$ cat src/rtl/rf_wb_scoreboard_if.sv
`timescale 1ns/1ps
`default_nettype none
// ============================================================================
// Module   : rf_wb_scoreboard_if
// Purpose  : Bundles the decode-issue, dual-writeback and RF write-port
//            signals of the register-file scoreboard.
// Revision : 1.0  initial release
// ============================================================================
interface rf_wb_scoreboard_if #(
    parameter int AW = 5,
    parameter int DW = 32
);
    // decode issue side
    logic          issue_valid;
    logic [AW-1:0] issue_rd;
    logic [AW-1:0] issue_rs1;
    logic          issue_rs1_used;
    logic [AW-1:0] issue_rs2;
    logic          issue_rs2_used;
    logic          stall;

    // writeback source 0 (ALU pipe)
    logic          wb0_valid;
    logic [AW-1:0] wb0_rd;
    logic [DW-1:0] wb0_data;
    logic          wb0_ready;

    // writeback source 1 (load / long-latency unit)
    logic          wb1_valid;
    logic [AW-1:0] wb1_rd;
    logic [DW-1:0] wb1_data;
    logic          wb1_ready;

    // register-file write port
    logic          rf_we;
    logic [AW-1:0] rf_w_add;
    logic [DW-1:0] rf_w_data;

    // pipeline / environment side
    modport master (
        output issue_valid, issue_rd, issue_rs1, issue_rs1_used,
               issue_rs2, issue_rs2_used,
               wb0_valid, wb0_rd, wb0_data,
               wb1_valid, wb1_rd, wb1_data,
        input  stall, wb0_ready, wb1_ready, rf_we, rf_w_add, rf_w_data
    );

    // scoreboard side
    modport slave (
        input  issue_valid, issue_rd, issue_rs1, issue_rs1_used,
               issue_rs2, issue_rs2_used,
               wb0_valid, wb0_rd, wb0_data,
               wb1_valid, wb1_rd, wb1_data,
        output stall, wb0_ready, wb1_ready, rf_we, rf_w_add, rf_w_data
    );
endinterface
`default_nettype wire

$ cat src/rtl/rf_wb_scoreboard.sv
`timescale 1ns/1ps
`default_nettype none
// ============================================================================
// Module   : rf_wb_scoreboard
// Purpose  : Busy-bit scoreboard for a 2R/1W register file. Stalls decode on
//            RAW/WAW hazards and arbitrates two writeback sources (ALU with
//            default priority, load unit with starvation guard) onto the
//            registered RF write port.
// Revision : 1.0  initial release
// ============================================================================
module rf_wb_scoreboard #(
    parameter int AW         = 5,
    parameter int DW         = 32,
    parameter int STARVE_MAX = 3
) (
    input  logic                 clk,
    input  logic                 rst_n,
    rf_wb_scoreboard_if.slave    bus
);
    localparam int            c_nreg    = 2 ** AW;
    localparam int            c_cnt_w   = $clog2(STARVE_MAX + 1);
    localparam logic [c_cnt_w-1:0] c_starve_max = c_cnt_w'(STARVE_MAX);

    logic [c_nreg-1:0]  r_busy;
    logic [c_nreg-1:0]  w_busy_nxt;
    logic [c_cnt_w-1:0] r_starve_cnt;
    logic [c_cnt_w-1:0] w_starve_cnt_nxt;
    logic               r_rf_we;
    logic [AW-1:0]      r_rf_w_add;
    logic [DW-1:0]      r_rf_w_data;

    logic               w_starved;
    logic               w_stall;
    logic               w_issue_acc;
    logic               w_wb0_fire;
    logic               w_wb1_fire;
    logic               w_wb_fire;
    logic [AW-1:0]      w_sel_rd;
    logic [DW-1:0]      w_sel_data;

    // wb1 has lost often enough that it must win this cycle if it asks
    assign w_starved = (r_starve_cnt == c_starve_max);

    // hazard check; busy[0] is never set, so x0 never stalls
    assign w_stall = bus.issue_valid &
                     ((bus.issue_rs1_used & r_busy[bus.issue_rs1]) |
                      (bus.issue_rs2_used & r_busy[bus.issue_rs2]) |
                      r_busy[bus.issue_rd]);
    assign w_issue_acc = bus.issue_valid & ~w_stall;

    // grants are mutually exclusive: wb1_ready needs !wb0_valid or starved,
    // and starved with wb1_valid withdraws wb0_ready
    assign bus.wb0_ready = ~(bus.wb1_valid & w_starved);
    assign bus.wb1_ready = ~bus.wb0_valid | w_starved;
    assign w_wb0_fire    = bus.wb0_valid & bus.wb0_ready;
    assign w_wb1_fire    = bus.wb1_valid & bus.wb1_ready;
    assign w_wb_fire     = w_wb0_fire | w_wb1_fire;
    assign w_sel_rd      = w_wb1_fire ? bus.wb1_rd   : bus.wb0_rd;
    assign w_sel_data    = w_wb1_fire ? bus.wb1_data : bus.wb0_data;

    assign bus.stall     = w_stall;
    assign bus.rf_we     = r_rf_we;
    assign bus.rf_w_add  = r_rf_w_add;
    assign bus.rf_w_data = r_rf_w_data;

    // next busy vector: writeback clears first, issue set afterwards so a
    // new producer of the same register stays pending
    always_comb begin
        w_busy_nxt = r_busy;
        if (w_wb_fire) begin
            w_busy_nxt[w_sel_rd] = 1'b0;
        end
        if (w_issue_acc && (bus.issue_rd != '0)) begin
            w_busy_nxt[bus.issue_rd] = 1'b1;
        end
        w_busy_nxt[0] = 1'b0;
    end

    // starvation counter: counts wb1 losses, saturating; cleared when wb1
    // wins or stops asking
    always_comb begin
        w_starve_cnt_nxt = r_starve_cnt;
        if (!bus.wb1_valid || w_wb1_fire) begin
            w_starve_cnt_nxt = '0;
        end else if (!w_starved) begin
            w_starve_cnt_nxt = r_starve_cnt + 1'b1;
        end
    end

    // scoreboard state and registered RF write port
    always_ff @(posedge clk or negedge rst_n) begin
        if (!rst_n) begin
            r_busy       <= '0;
            r_starve_cnt <= '0;
            r_rf_we      <= 1'b0;
            r_rf_w_add   <= '0;
            r_rf_w_data  <= '0;
        end else begin
            r_busy       <= w_busy_nxt;
            r_starve_cnt <= w_starve_cnt_nxt;
            r_rf_we      <= w_wb_fire && (w_sel_rd != '0);
            if (w_wb_fire) begin
                r_rf_w_add  <= w_sel_rd;
                r_rf_w_data <= w_sel_data;
            end
        end
    end
endmodule
`default_nettype wire

$ cat src/flat_wrapper.sv
// flat-port wrapper written by rule: the top's interface ports become plain ports
module rf_wb_scoreboard_flat 
#(
    parameter int AW         = 5,
    parameter int DW         = 32,
    parameter int STARVE_MAX = 3
)
  (clk, rst_n, bus_issue_valid, bus_issue_rd, bus_issue_rs1, bus_issue_rs1_used, bus_issue_rs2, bus_issue_rs2_used, bus_wb0_valid, bus_wb0_rd, bus_wb0_data, bus_wb1_valid, bus_wb1_rd, bus_wb1_data, bus_stall, bus_wb0_ready, bus_wb1_ready, bus_rf_we, bus_rf_w_add, bus_rf_w_data);
  rf_wb_scoreboard_if #(.AW(AW), .DW(DW)) bus_i ();
  input  logic clk;
  input  logic rst_n;
  input wire logic [$bits(bus_i.issue_valid)-1:0] bus_issue_valid;
  input wire logic [$bits(bus_i.issue_rd)-1:0] bus_issue_rd;
  input wire logic [$bits(bus_i.issue_rs1)-1:0] bus_issue_rs1;
  input wire logic [$bits(bus_i.issue_rs1_used)-1:0] bus_issue_rs1_used;
  input wire logic [$bits(bus_i.issue_rs2)-1:0] bus_issue_rs2;
  input wire logic [$bits(bus_i.issue_rs2_used)-1:0] bus_issue_rs2_used;
  input wire logic [$bits(bus_i.wb0_valid)-1:0] bus_wb0_valid;
  input wire logic [$bits(bus_i.wb0_rd)-1:0] bus_wb0_rd;
  input wire logic [$bits(bus_i.wb0_data)-1:0] bus_wb0_data;
  input wire logic [$bits(bus_i.wb1_valid)-1:0] bus_wb1_valid;
  input wire logic [$bits(bus_i.wb1_rd)-1:0] bus_wb1_rd;
  input wire logic [$bits(bus_i.wb1_data)-1:0] bus_wb1_data;
  output wire logic [$bits(bus_i.stall)-1:0] bus_stall;
  output wire logic [$bits(bus_i.wb0_ready)-1:0] bus_wb0_ready;
  output wire logic [$bits(bus_i.wb1_ready)-1:0] bus_wb1_ready;
  output wire logic [$bits(bus_i.rf_we)-1:0] bus_rf_we;
  output wire logic [$bits(bus_i.rf_w_add)-1:0] bus_rf_w_add;
  output wire logic [$bits(bus_i.rf_w_data)-1:0] bus_rf_w_data;
  assign bus_i.issue_valid = bus_issue_valid;
  assign bus_i.issue_rd = bus_issue_rd;
  assign bus_i.issue_rs1 = bus_issue_rs1;
  assign bus_i.issue_rs1_used = bus_issue_rs1_used;
  assign bus_i.issue_rs2 = bus_issue_rs2;
  assign bus_i.issue_rs2_used = bus_issue_rs2_used;
  assign bus_i.wb0_valid = bus_wb0_valid;
  assign bus_i.wb0_rd = bus_wb0_rd;
  assign bus_i.wb0_data = bus_wb0_data;
  assign bus_i.wb1_valid = bus_wb1_valid;
  assign bus_i.wb1_rd = bus_wb1_rd;
  assign bus_i.wb1_data = bus_wb1_data;
  assign bus_stall = bus_i.stall;
  assign bus_wb0_ready = bus_i.wb0_ready;
  assign bus_wb1_ready = bus_i.wb1_ready;
  assign bus_rf_we = bus_i.rf_we;
  assign bus_rf_w_add = bus_i.rf_w_add;
  assign bus_rf_w_data = bus_i.rf_w_data;
  rf_wb_scoreboard #(.AW(AW), .DW(DW), .STARVE_MAX(STARVE_MAX)) u_core (.clk(clk), .rst_n(rst_n), .bus(bus_i));
endmodule
$ cat config.mk
export PLATFORM = sky130hd
export DESIGN_NAME = rf_wb_scoreboard_flat
export DESIGN_NICKNAME = d
export VERILOG_FILES = /design/src/rtl/rf_wb_scoreboard_if.sv /design/src/rtl/rf_wb_scoreboard.sv /design/src/flat_wrapper.sv
export SDC_FILE = /design/constraint.sdc
export NUM_CORES = 1
export LEC_CHECK = 0
export CAP_MARGIN = 15
export CORE_MARGIN = 2
export CORE_UTILIZATION = 49
export DETAILED_ROUTE_END_ITERATION = 10
export PLACE_DENSITY = 0.88
export SYNTH_ARGS = -nofsm -noshare
export SYNTH_HDL_FRONTEND = slang
export SYNTH_SLANG_ARGS = --single-unit
$ cat constraint.sdc
create_clock -name clk -period 6.9 [get_ports clk]
set_input_delay 1.035 -clock clk [delete_from_list [all_inputs] [get_ports clk]]
set_output_delay 1.035 -clock clk [all_outputs]
set_load 0.01 [all_outputs]
# After elaboration in Yosys (flattened, before gate mapping)
# Cells that the tools add are included.
# classes
add_sub_neg	1
magnitude_cmp	6
eq_ne	2
n_mux	16
bitwise	17
reduce_logical	8
# op_table
op	n
$mux 32	3
$and 32x32->32	1
$not 32->32	1
$or 32x32->32	1
$lt 5x6->1 const B	4
$bmux 1 s5	3
$demux 1 s5	2
$ge 5x1->1 const B	2
$reduce_bool 5->1	2
$and 1x1->1	7
$mux 1	5
$mux 5	1
$logic_and 1x1->1	4
$mux 2	2
$or 1x1->1	4
$not 1->1	3
$add 2x1->2 const B	1
$eq 2x2->1 const B	1
$ne 2x2->1 const B	1
$logic_not 1->1	1
$logic_or 1x1->1	1
# word_totals
ff_bits	71
word_cells	55

# Longest topological paths before layout
# logic_depth
word_depth	13
ltp_mapped	9
ltp_nobuf	7

# Worst setup path after synthesis
# Ideal clock, no wire load.
# synth_path
path_type	input -> output
start	in bus_issue_rs1[1]
end	out bus_stall
t_arrival_ns	2.849
t_required_ns	5.865
slack_ns	3.016
cell_stages	9
n_path_buf	3
path_cell_list	clkbuf_1 -> clkbuf_1 -> mux2_2 -> o22ai_1 -> nor4_1 -> a41oi_1 -> nand4_2 -> buf_2 -> o21a_1
# synth_via
elab_chain_len	6
# synth_lines
item	line_no	rtl
start, declared	flat_wrapper.sv:14	input wire logic [$bits(bus_i.issue_rs1)-1:0] bus_issue_rs1;
$bmux 1 s5	rf_wb_scoreboard.sv:46	((bus.issue_rs1_used & r_busy[bus.issue_rs1]) |
$mux 1 (not written as such)	rf_wb_scoreboard.sv:46	
$and 1x1->1	rf_wb_scoreboard.sv:46	
$or 1x1->1	rf_wb_scoreboard.sv:46	
$or 1x1->1	rf_wb_scoreboard.sv:47	(bus.issue_rs2_used & r_busy[bus.issue_rs2]) |
$and 1x1->1	rf_wb_scoreboard.sv:45	assign w_stall = bus.issue_valid &
end, declared	flat_wrapper.sv:24	output wire logic [$bits(bus_i.stall)-1:0] bus_stall;
# No other way between the ends. The select of a mux whose other input is x is not followed.

# Worst setup path in the final report
# layout_path
start	in bus_issue_rs2[1]
end	out bus_stall
# layout_via
elab_chain_len	6
# layout_lines
item	line_no	rtl
start, declared	flat_wrapper.sv:16	input wire logic [$bits(bus_i.issue_rs2)-1:0] bus_issue_rs2;
$bmux 1 s5	rf_wb_scoreboard.sv:47	
$mux 1 (not written as such)	rf_wb_scoreboard.sv:47	
$and 1x1->1	rf_wb_scoreboard.sv:47	
$or 1x1->1	rf_wb_scoreboard.sv:46	
$or 1x1->1	rf_wb_scoreboard.sv:47	
$and 1x1->1	rf_wb_scoreboard.sv:45	
# No other way between the ends. The select of a mux whose other input is x is not followed.

==> impl_metrics.tcl <==
set metrics [dict create \
    busiest_layer "met2" \
    antenna_found_initial 0 \
    hold_class "reg -> reg" \
    grtUsageMet2 0.475 \
    cp_top_family "compound AO/OA/AOI/OAI gates" \
    globalplace.congestion 0.970 \
    grt_max_degree 72 \
    die_y_um 97.9 \
    finalSetupTns_ns 0 \
    drc 0 \
    p_per_area_nw_per_um2 211 \
    grt_pass1_vias 4353 \
    dpl.hpwl_um 10000 \
    vias 4265 \
    design_area_sq_um 5900 \
    crit_path_max_fanout 32 \
    crit_arrival_ns 4.19 \
    numCtsBuffers 9 \
    slew_headroom 0.181 \
    intPower_mw 0.839 \
    power_mw 1.25 \
    vias_per_cell 6.24 \
    port_buffers 136 \
    skew_ns 0.0205 \
    synth_cell_types 48 \
    grt_pass1_wl_um 22200 \
    drv_cap 0 \
    die_x_um 97.9 \
    grt_overflow 0 \
    fp.coreArea_sq_um 8640 \
    yosysSeqAreaShare 0.411 \
    slew_violations 0 \
    cts.sinks 71 \
    cts_setup_buffers 0 \
    cts-resized-gates 0 \
    fp-row-count 34 \
    synth-edff-count 0 \
    cpMaxStageDelayCell "o311a_1" \
    critPathKind "in -> out" \
    multi_input_area_sq_um 2390 \
    drt-initial-drc-count 318 \
    ys_top_cells_by_count "71 x dfrtp_1, 71 x nor2_1, 38 x o21ai_0" \
    final_cells 684 \
    cts-root-buf "clkbuf_8" \
    cts.path.max_buffers 2 \
    synth_area_leaders "dfrtp_1 41%, mux2_2 7.3%, mux4_2 6.3%, nor2_1 6.2%, o22ai_1 5.2%" \
    crit_path_max_incr_delay_ns 1.02 \
    setup_viol 0 \
    period_share 0.757 \
    layout-drive-gt1-share 0.115 \
    start_util 0.500 \
    postCtsHoldBufs 0 \
    syn-cell-area_sq_um 4320 \
    fmax_mhz 192 \
    vdd_drop_max_mv 0.112 \
    h-tree-depth 3 \
    syn-mean-instance-area_sq_um 9.52 \
    syn_nets 551 \
    status "completed" \
    path_cells "clkdlybuf4s50_1 > mux2i_1 > a21oi_1 > mux2i_1 > nor3_1 > o311a_1 > o21a_1 > clkdlybuf4s50_1" \
    synth_seq_cells 71 \
    combPwrFrac 0.284 \
    postSynthCellCount 454 \
    cts_tree "yes" \
    yosys.area.top_type_share 0.411 \
    yosysTopAreaCell "dfrtp_1" \
    ys.warnings.count 0 \
    track_usage 0.287 \
    ys.flop_type "dfrtp_1" \
    worstSkewPairLatency_ns 0.35 \
    clk_pin_slew_ns 0.08 \
    final_nets 668 \
    area_growth_pct 36.5 \
    cp_num_buf_inv 2 \
    clockPowerShare 0.279 \
    fillers 671 \
    worstMarginPinSlew_ns 1.23 \
    cp-start-kind "input pin" \
    critPathCaptureType "output pin" \
    min_period_ns 5.22 \
    drt.antenna.violating_nets 0 \
    rsz0062_at_grt "false" \
    hold_ws_ns 0.458 \
    n_antenna_cell 0 \
    switchingPower_mw 0.406 \
    gr-usage-met1 0.347 \
    io_pins 137 \
    ff_latch_area_sq_um 1780 \
    first_pass_iters 5 \
    dpl_cell_area_sq_um 5700 \
    die_area_sq_um 9580 \
    async_reset_ff_frac 1.00 \
    seqPwrFrac 0.437 \
    power.share.switching 0.326 \
    routedWlPerCell_um 19.9 \
    hold_violations 0 \
    cp.required_ns 5.86 \
    grt_use_met3 0.0859 \
    drt_wl_total_um 13600 \
    placed_cells 668 \
    p_leak_nw 2.30 \
]
==> per-layer routing <==
metal | up-vias | part of all wire
met2 | 249 | 0.48
met4 | 0 | 0.040
met3 | 45 | 0.098
li1 | 1950 | -
met5 | - | 0
met1 | 2021 | 0.38
==> power groups by stage <==
stage	registers (mW)	clock network, mW	logic (mW)
global route	0.550	0.367	0.384
CTS	0.540	0.352	0.352
detailed placement	0.547	0	0.350
finish	0.544	0.348	0.353
floorplan	0.529	0	0.188
global placement	0.547	0	0.337
==> final cells by class <==
| cell class | count | share of cell area |
|---|---|---|
| Timing Repair Buffer | 140 | 0.235 |
| Clock buffer | 9 | 0.0210 |
| Inverter | 1 | 0.000637 |
| Multi-Input combinational cell | 348 | 0.406 |
| Tap cell | 108 | 0.0229 |
| Clock inverter | 7 | 0.0132 |
| Sequential cell | 71 | 0.301 |
==> state kept, by name, summed over array words and instances, names as in the netlist <==
register              count
u_core.r_starve_cnt       2
u_core.bus.rf_we          1
u_core.bus.rf_w_add       5
u_core.bus.rf_w_data     32
u_core.r_busy            31
==> worst paths after layout <==
kind | from | end | slack (ns) | cells past startpoint
min reg2reg | u_core.r_starve_cnt[0]$_DFFE_PN0P_ | u_core.r_starve_cnt[0]$_DFFE_PN0P_ | 0.46 | 1
max | bus_issue_rs2[1] | bus_stall | 1.68 | 8
min in group asynchronous | rst_n | u_core.bus.rf_w_data[12]$_DFFE_PN0N_ | 0.87 | 2
max reg2reg | u_core.r_starve_cnt[0]$_DFFE_PN0P_ | u_core.r_busy[4]$_DFF_PN0_ | 3.95 | 7
max in group asynchronous | rst_n | u_core.r_starve_cnt[0]$_DFFE_PN0P_ | 5.40 | 2
min | u_core.r_starve_cnt[0]$_DFFE_PN0P_ | u_core.r_starve_cnt[0]$_DFFE_PN0P_ | 0.46 | 1
==> cell usage in the layout, fill, tap and decap left out, types with 5 or more instances in the layout <==
master	netlist	routed
nor3b_1	7	7
mux2i_1	19	19
nor2b_1	5	5
dfrtp_1	71	71
nand2_1	29	29
nor2_1	71	71
nand3_1	9	9
nand2b_1	8	8
mux2_2	28	28
o41ai_1	12	12
mux4_2	12	12
o31ai_1	19	19
clkdlybuf4s50_1	0	135
o21ai_0	38	38
a21oi_1	6	6
o22ai_1	36	36
clkbuf_8	0	9
==> logic make-up after synthesis <==
group           count (synthesis)  synth area share
compound gates                131             0.198
fa+ha+maj                       1           0.00290
buf+inv                        35            0.0348
flops                          71             0.411
mux                            59             0.180
simple gates                  157             0.174
==> per-stage QoR <==
step / util / worst slack [ns]
after detailed placement: 0.660 / 1.73
after CTS: 0.683 / 1.72
after global placement: 0.660 / 1.84
after floorplan: - / 3.02
after global routing: 0.683 / 1.46
final: 0.683 / 1.68
(Power assumes the default switching activity.)
